## config.mk

```make
export PLATFORM = sky130hd
export DESIGN_NAME = fb_port_arbiter
export DESIGN_NICKNAME = d
export VERILOG_FILES = /design/src/rtl/fb_port_arbiter.sv
export SDC_FILE = /design/constraint.sdc
export NUM_CORES = 1
export LEC_CHECK = 0
export ABC_AREA = 1
export CAP_MARGIN = 20
export CELL_PAD_IN_SITES_DETAIL_PLACEMENT = 0
export CELL_PAD_IN_SITES_GLOBAL_PLACEMENT = 2
export CORE_MARGIN = 2
export CORE_UTILIZATION = 32
export CTS_BUF_LIST = sky130_fd_sc_hd__clkbuf_4 sky130_fd_sc_hd__clkbuf_8 sky130_fd_sc_hd__clkbuf_16
export CTS_CLUSTER_SIZE = 8
export DETAILED_ROUTE_END_ITERATION = 10
export PLACE_DENSITY_LB_ADDON = 0.1
export REMOVE_ABC_BUFFERS = 1
export SLEW_MARGIN = 10
export SYNTH_ARGS = -nofsm -noshare
export SYNTH_HDL_FRONTEND = slang
export SYNTH_SLANG_ARGS = --single-unit
```

## constraint.sdc

```tcl
create_clock -name clk -period 4.1 [get_ports clk]
set_input_delay 0.41 -clock clk [delete_from_list [all_inputs] [get_ports clk]]
set_output_delay 0.41 -clock clk [all_outputs]
set_load 0.005 [all_outputs]
```

## src/rtl/fb_port_arbiter.sv

```systemverilog
// Frame-buffer port arbiter: shares one SRAM port between scan-out reads, clear
// sweeps and FIFO-buffered, bounds-checked line-pixel writes, with a starvation guard.
`ifndef WIDTH
`define WIDTH 640
`endif
`ifndef HEIGHT
`define HEIGHT 480
`endif

module fb_port_arbiter #(
    parameter int                   WIDTH       = `WIDTH,
    parameter int                   HEIGHT      = `HEIGHT,
    parameter int                   ADDR_W      = 19,
    parameter int                   COLOR_W     = 24,
    parameter logic [COLOR_W-1:0]   CLEAR_COLOR = '0,
    parameter int                   FIFO_DEPTH  = 4,
    parameter int                   MAX_RD_RUN  = 8
) (
    input  logic               clk,
    input  logic               rst,
    input  logic               clr_valid,
    input  logic [15:0]        clr_x,
    input  logic [15:0]        clr_y,
    output logic               clr_ready,
    input  logic               pix_valid,
    input  logic [15:0]        pix_x,
    input  logic [15:0]        pix_y,
    input  logic [COLOR_W-1:0] pix_color,
    output logic               pix_ready,
    input  logic               rd_valid,
    input  logic [15:0]        rd_x,
    input  logic [15:0]        rd_y,
    output logic               rd_ready,
    output logic               rd_data_valid,
    output logic [COLOR_W-1:0] rd_data,
    output logic               mem_en,
    output logic               mem_we,
    output logic [ADDR_W-1:0]  mem_addr,
    output logic [COLOR_W-1:0] mem_wdata,
    input  logic [COLOR_W-1:0] mem_rdata,
    output logic               busy,
    output logic [15:0]        drop_count
);
    localparam int PTR_W = $clog2(FIFO_DEPTH);
    localparam int CNT_W = PTR_W + 1;
    localparam int RUN_W = $clog2(MAX_RD_RUN + 1);

    function automatic logic [ADDR_W-1:0] xy_addr(input logic [15:0] x, input logic [15:0] y);
        return ADDR_W'(y) * ADDR_W'(WIDTH) + ADDR_W'(x);
    endfunction

    logic [PTR_W-1:0]   wr_ptr_reg, rd_ptr_reg;
    logic [CNT_W-1:0]   count_reg;
    logic [RUN_W-1:0]   rd_run_reg, rd_run_next;
    logic [15:0]        drop_count_reg;
    logic               rd_data_valid_reg;
    logic [ADDR_W-1:0]  entry_addr_reg  [FIFO_DEPTH];
    logic [COLOR_W-1:0] entry_color_reg [FIFO_DEPTH];

    logic fifo_empty, fifo_full, pix_fire, pix_oob, push, pop;
    logic write_pending, guard_active, grant_rd, grant_clr, grant_fifo;

    assign fifo_empty = (count_reg == '0);
    assign fifo_full  = (count_reg == CNT_W'(FIFO_DEPTH));

    // Negative coordinates show up as the sign bit; the rest compare unsigned.
    assign pix_oob  = pix_x[15] | pix_y[15]
                    | ({16'd0, pix_x} >= 32'(WIDTH))
                    | ({16'd0, pix_y} >= 32'(HEIGHT));
    assign pix_fire = pix_valid && !fifo_full;
    assign push     = pix_fire && !pix_oob;

    assign write_pending = clr_valid || !fifo_empty;
    assign guard_active  = (rd_run_reg == RUN_W'(MAX_RD_RUN)) && write_pending;
    assign grant_rd      = rd_valid && !guard_active;
    assign grant_clr     = !grant_rd && clr_valid;
    assign grant_fifo    = !grant_rd && !clr_valid && !fifo_empty;
    assign pop           = grant_fifo;

    always_comb begin
        rd_run_next = rd_run_reg;
        if (grant_clr || grant_fifo)
            rd_run_next = '0;
        else if (grant_rd)
            rd_run_next = write_pending ? rd_run_reg + 1'b1 : '0;
    end

    // Outputs are forced idle while reset is held, independent of the flops.
    always_comb begin
        mem_en    = 1'b0;
        mem_we    = 1'b0;
        mem_addr  = '0;
        mem_wdata = '0;
        rd_ready  = 1'b0;
        clr_ready = 1'b0;
        pix_ready = 1'b0;
        if (!rst) begin
            pix_ready = !fifo_full;
            if (grant_rd) begin
                mem_en   = 1'b1;
                mem_addr = xy_addr(rd_x, rd_y);
                rd_ready = 1'b1;
            end else if (grant_clr) begin
                mem_en    = 1'b1;
                mem_we    = 1'b1;
                mem_addr  = xy_addr(clr_x, clr_y);
                mem_wdata = CLEAR_COLOR;
                clr_ready = 1'b1;
            end else if (grant_fifo) begin
                mem_en    = 1'b1;
                mem_we    = 1'b1;
                mem_addr  = entry_addr_reg[rd_ptr_reg];
                mem_wdata = entry_color_reg[rd_ptr_reg];
            end
        end
    end

    always_ff @(posedge clk or posedge rst) begin
        if (rst) begin
            wr_ptr_reg        <= '0;
            rd_ptr_reg        <= '0;
            count_reg         <= '0;
            rd_run_reg        <= '0;
            drop_count_reg    <= '0;
            rd_data_valid_reg <= 1'b0;
        end else begin
            rd_run_reg        <= rd_run_next;
            rd_data_valid_reg <= grant_rd;
            if (push)
                wr_ptr_reg <= wr_ptr_reg + 1'b1;
            if (pop)
                rd_ptr_reg <= rd_ptr_reg + 1'b1;
            if (push && !pop)
                count_reg <= count_reg + 1'b1;
            else if (pop && !push)
                count_reg <= count_reg - 1'b1;
            if (pix_fire && pix_oob && drop_count_reg != 16'hFFFF)
                drop_count_reg <= drop_count_reg + 1'b1;
        end
    end

    // Entry storage holds the precomputed address so the pop path is a plain mux.
    for (genvar gi = 0; gi < FIFO_DEPTH; gi++) begin : g_entry
        always_ff @(posedge clk) begin
            if (push && wr_ptr_reg == PTR_W'(gi)) begin
                entry_addr_reg[gi]  <= xy_addr(pix_x, pix_y);
                entry_color_reg[gi] <= pix_color;
            end
        end
    end

    assign rd_data_valid = rd_data_valid_reg;
    assign rd_data       = rd_data_valid_reg ? mem_rdata : '0;
    assign busy          = !fifo_empty;
    assign drop_count    = drop_count_reg;

endmodule

```

==> Word-level counts from Yosys, hierarchy flattened <==
Memory sizes are Yosys's and may differ from the RTL's.
Cells that the tools add are included.
{ "word_totals": {"regBits": 28, "latch_bits": 0, "ram_bits": 172, "mem_bits_ro": 0, "in_bits": 149, "output_inout_bits": 90, "elab_cells": 118, "memories": 2} }
{ "memory_table": {"columns": ["memory", "depth", "word_bits", "rd", "rd_ports_with_merged_regs", "wr", "line_no", "rtl"], "rows": [
  ["entry_color_reg", 4, 24, 1, 0, 1, "58", "logic [COLOR_W-1:0] entry_color_reg [FIFO_DEPTH];"],
  ["entry_addr_reg", 4, 19, 1, 0, 1, "57", "logic [ADDR_W-1:0] entry_addr_reg [FIFO_DEPTH];"]
]} }
{ "op_classes": {"add_sub_neg": 9, "multipliers": 3, "div_mod_pow": 0, "magnitude_cmp": 2, "eq_ne": 6, "shift": 0, "n_mux": 52, "bitwise_logic": 3, "n_reduce_logical": 35} }
{ "ops": {"columns": ["op", "count"], "rows": [
  ["$mux W24", 8],
  ["$mux W19", 7],
  ["$reduce_or A24 Y1", 3],
  ["$add A19 B16 Y19", 3],
  ["$reduce_or A19 Y1", 3],
  ["$mul A16 B3 Y12 const B", 3],
  ["$mux W1", 26],
  ["$add A16 B1 Y16 const B", 1],
  ["$ge A16 B10 Y1 const B", 1],
  ["$ge A16 B9 Y1 const B", 1],
  ["$ne A16 B16 Y1 const B", 1],
  ["$logic_and A1 B1 Y1", 15],
  ["$mux W2", 6],
  ["$mux W4", 3],
  ["$logic_not A1 Y1", 8],
  ["$mux W3", 2],
  ["$add A2 B1 Y2 const B", 2],
  ["$add A4 B1 Y4 const B", 1],
  ["$eq A2 B2 Y1 const B", 2],
  ["$eq A4 B4 Y1 const B", 1],
  ["$reduce_bool A2 Y1", 2],
  ["$add A3 B1 Y3 const B", 1],
  ["$eq A3 B3 Y1 const B", 1],
  ["$logic_not A3 Y1", 1],
  ["other kinds (5)", 8]
]} }

==> Depth between registers and ports, before layout <==
{ "depth": {"depth_word": 13, "ltp_mapped": 19} }

==> Worst setup path before layout <==
OpenSTA, ideal clock, no wires.
{ "synth_timing": {"kind": "input port to flip-flop", "startpoint": "input port pix_x[14]", "endpoint": "memory entry_addr_reg[0][0], enable pin", "setup_time_ns": 0.443, "arrival_ns": 3.051, "setup_slack_ns": 0.606, "stages": 6, "n_path_buf": 0, "cell_sequence": "nor4_1 and2_1 nand3_1 nor2_1 inv_1 nor2_1"} }
{ "synth_via": {"elab_chain_len": 12} }
{ "synth_lines": {"columns": ["item", "line_no", "rtl"], "rows": [
  ["from (decl)", "26", "input logic [15:0] pix_x,"],
  ["$ge A16 B10 Y1 *", "68", "| ({16'd0, pix_x} >= 32'(WIDTH))"],
  ["$or A1 B1 Y1 *", "68", null],
  ["$or A1 B1 Y1 *", "69", "| ({16'd0, pix_y} >= 32'(HEIGHT));"],
  ["$logic_not A1 Y1 *", "71", "assign push = pix_fire && !pix_oob;"],
  ["$logic_and A1 B1 Y1 *", "71", null],
  ["net push", "60", "logic fifo_empty, fifo_full, pix_fire, pix_oob, push, pop;"],
  ["$logic_and A1 B1 Y1", "145", "if (push && wr_ptr_reg == PTR_W'(gi)) begin"],
  ["$mux W1", "145", null],
  ["$mux W1 (implied by the code)", "146", "entry_addr_reg[gi] <= xy_addr(pix_x, pix_y);"],
  ["$reduce_or A19 Y1 (no line)", null, null],
  ["$mux W2 (no line) / $mux W1 (equally long branches) (3 in series)", null, null],
  ["to (decl)", "57", null]
]} }
Mark *: on every way through the listed nets, which the timed path passes. The rest lies on a longest branch.

==> Final worst setup path <==
{ "layout_timing": {"startpoint": "input port clr_y[3]", "endpoint": "output port mem_addr[12]"} }
{ "layout_via": {"elab_chain_len": 5} }
{ "layout_lines": {"columns": ["item", "line_no", "rtl"], "rows": [
  ["from (decl)", "23", "input logic [15:0] clr_y,"],
  ["$mul A16 B3 Y12", "49", "return ADDR_W'(y) * ADDR_W'(WIDTH) + ADDR_W'(x);"],
  ["$add A19 B16 Y19", "49", null],
  ["$mux W19", "103", "end else if (grant_clr) begin"],
  ["$mux W19", "99", "if (grant_rd) begin"],
  ["$mux W19", "97", "if (!rst) begin"],
  ["to (decl)", "38", "output logic [ADDR_W-1:0] mem_addr,"]
]} }
No other way between the ends.

==> run_results.csv <==
group,metric,value,unit
run_status,status,"finished, final reports clean",
setup_path,critPathKind,"in -> out",
sta,period_needed,3.933,ns
cts,cts_made_buffers,17,
cells_and_area,areaGrowthSynthToFinish,34.31,%
setup_path,cpMaxStageDelayCell,"clkdlybuf4s50_1",
cells_and_area,fin_util,0.4378,
sta,slew_headroom,0.4921,
cells_and_area,largest_reg_flops,96,
cells_and_area,antennaDiodeCount,0,
cts,ctsHoldBuffers,0,
cts,insertion_delay,0.44,ns
cells_and_area,drive_above_1_share,0.1108,
logic_synthesis,netlist_instances,1217,
power,vdd_drop_max,0.3942,mV
logic_synthesis,synth_edf_count,172,
grt,grt_pass1_wl,50160,um
setup_path,cp_slowest_stage_delay,0.59,ns
floorplanning,die_w,194.8,um
logic_synthesis,synth_top_area_frac,0.4433,
routing,drt_wl_total,31910,um
routing,firstDrtPassIters,4,
cts,cts_sinks,200,
logic_synthesis,yosys_most_used_dff,"edfxtp_1",
flow_run,maxCapViolations,0,
routing,vias,9305,
logic_synthesis,ys_types,43,
routing,vias_per_cell,4.728,
power,power,6779,uW
logic_synthesis,synth_area_leaders,"edfxtp_1 44%, ha_1 9.3%, nand2_1 9.2%",
logic_synthesis,yosys_register_bits,200,
sta,slew_violations,0,
sta,skew,0.008422,ns
grt,antenna_found_initial,1,
routing,drc,0,
floorplanning,initial_utilization,0.3260,
routing,routedWlPerCell,16.21,um
power,power_density,433.2,mW/mm2
cts,tritoncts,"done",
sta,period_share,0.9592,
hold_path,min_path_type,"in -> async",
cells_and_area,nets,1737,
cts,clk_pin_slew_worst_paths,0.07,ns
power,p_leak,0.006394,uW
sta,rsz0062_at_grt,"true",
floorplanning,die_area,0.03795,mm2
setup_path,critPathArrivalTime,3.52,ns
floorplanning,core-area,0.03574,mm2
setup_path,worst-path-buf-inv,3,
floorplanning,num_rows,69,
sta,hold_violations,0,
setup_path,crit_fanout,4,
placed_design,dp_hpwl,23140,um
setup_path,crit_path_frequent_cell,"ha_1",
cts,cts_root_buffer,"clkbuf_16",
grt,grt.total_usage,0.1696,
logic_synthesis,synth_area,0.01165,mm2
cells_and_area,final_cell_mix,"283 x nand2_1, 222 x clkdlybuf4s50_1, 172 x edfxtp_1, 121 x inv_1, 102 x a21oi_1",
floorplanning,die_h,194.8,um
cells_and_area,layout_commonest_cell,"nand2_1",
setup_path,cp_top_family,"adder cells",
placed_design,place_congestion,0.7633,
setup_path,critical_path.cell_chain,"clkdlybuf4s50_1 > ha_1 > ha_1 > fa_2 > ha_1 > a21oi_1 > buf_4 > nand2_1 > xor2_1 > nand2_1 > a21oi_1 > clkdlybuf4s50_1",
placed_design,place.port_buffers,230,
grt,overflow,0,
sta,worstMarginPinSlew,0.7618,ns
sta,finalSetupViolCount,0,
cts,clock_path_buffers,2,
logic_synthesis,avgSynthCellArea,9.574,um2
setup_path,crit_path_start_kind,"input pin",
grt,grt_max_degree,70,
grt,grt_pass1_vias,9151,
setup_path,cp.required,3.69,ns
setup_path,end_kind,"output pin",
floorplanning,io_pins,239,
logic_synthesis,synth_warnings,0,
cts,htreeDepth,4,
logic_synthesis,seq_area_frac_synth,0.5034,
logic_synthesis,yosys.area.top_type,"edfxtp_1",
logic_synthesis,postSynth.asyncResetShare,0.1400,
sta,maxClockFrequency,254.3,MHz
routing,drtIter0Drc,318,
routing,drtAntennaViolNets,0,
==> synthesized netlist by cell type (2+ instances only) <==
cell / instances
inv_2: 2
or2_2: 3
buf_1: 2
clkbuf_1: 26
nand2_2: 4
ha_1: 87
buf_2: 6
xnor2_1: 26
dfrtp_1: 28
buf_6: 4
a21o_1: 3
inv_1: 122
o22ai_1: 13
o21a_1: 2
a221oi_1: 4
edfxtp_1: 172
xor2_1: 29
a31oi_1: 10
a221oi_2: 20
o21ai_0: 76
a211oi_1: 2
o21bai_1: 4
nor3_1: 7
o221ai_1: 2
nand2_1: 287
nor2_1: 89
fa_1: 7
nand3b_1: 2
nand4_1: 10
o211ai_1: 2
nand2_4: 2
nor4_1: 3
a21oi_1: 104
nand3_1: 48
==> path summary, 6_finish.rpt <==
kind                                            from  slack [ns]                        end  depth (start not counted)
setup / recovery                            clr_y[3]        0.17               mem_addr[12]                         12
hold / removal                                   rst        0.24  rd_ptr_reg[1]$_DFFE_PP0P_                          2
setup reg to reg            count_reg[0]$_DFFE_PP0P_        1.25   count_reg[2]$_DFFE_PP0P_                         14
hold reg to reg            wr_ptr_reg[0]$_DFFE_PP0P_        0.54  wr_ptr_reg[0]$_DFFE_PP0P_                          1
max in group asynchronous                        rst        3.23  rd_run_reg[2]$_DFFE_PP0N_                          3
min in group clk           wr_ptr_reg[0]$_DFFE_PP0P_        0.54  wr_ptr_reg[0]$_DFFE_PP0P_                          1
==> cell families (layout without fill, tap and decap cells) <==
| logic type | after synthesis | count (layout) | synth area share |
|---|---|---|---|
| AOI/OAI and AO/OA | 244 | 244 | 0.1300 |
| adders and majority gates | 94 | 94 | 0.1055 |
| DFF | 200 | 200 | 0.5034 |
| and+or+nand+nor | 460 | 460 | 0.1630 |
| buffers and inverters | 163 | 453 | 0.05573 |
| muxes | 1 | 1 | 0.0009664 |
| xor gates and xnor gates | 55 | 55 | 0.04134 |
==> layout make-up <==
type | count | area (um2)
timing repair buffer | 296 | 2869
multi-input combinational | 854 | 5275
clock inverter | 15 | 166.4
tap | 461 | 576.8
fill | 3506 | 20090
clock buffer | 17 | 425.4
inverter | 125 | 469.2
sequential | 200 | 5867
==> through the flow <==
stage,setup TNS [ns],std cells,hold slack [ns],instance area (um2),setup slack (ns)
global placement,-0.8132,1932,0.5245,14920,-0.2520
global route,-0.07383,1968,0.2365,15650,-0.03591
finish,0,1968,0.2365,15650,0.1673
detailed placement,-1.005,1932,0.5270,14920,-0.2900
CTS,-0.03307,1965,0.2243,15550,-0.03307
floorplan,0,1179,0.4936,11470,0.5577
==> timing repair <==
item	4_1_cts	5_1_grt
resized for setup	16	31
endpoints found under the setup margin	6	7
hold endpoints to repair	0	0
setup buffers	1	3
pin swaps	4	10
==> per-layer routing <==
metal	wire length (um)	vias to the layer above	global-route usage	part of all wire
met3	1499	16	0.03609	0.047
met4	255	2	0.03308	0.0080
li1	-	4750	-	-
met1	14770	4358	0.2186	0.46
met2	15370	179	0.2944	0.48
met5	13	-	0	0.00041
==> report_power, final <==
| group | switching [uW] | total (uW) | internal (uW) |
|---|---|---|---|
| clock | 842 | 1670 | 826 |
| sequential | 132 | 2470 | 2340 |
| combinational | 1540 | 2640 | 1100 |
(Power assumes the default switching activity.)
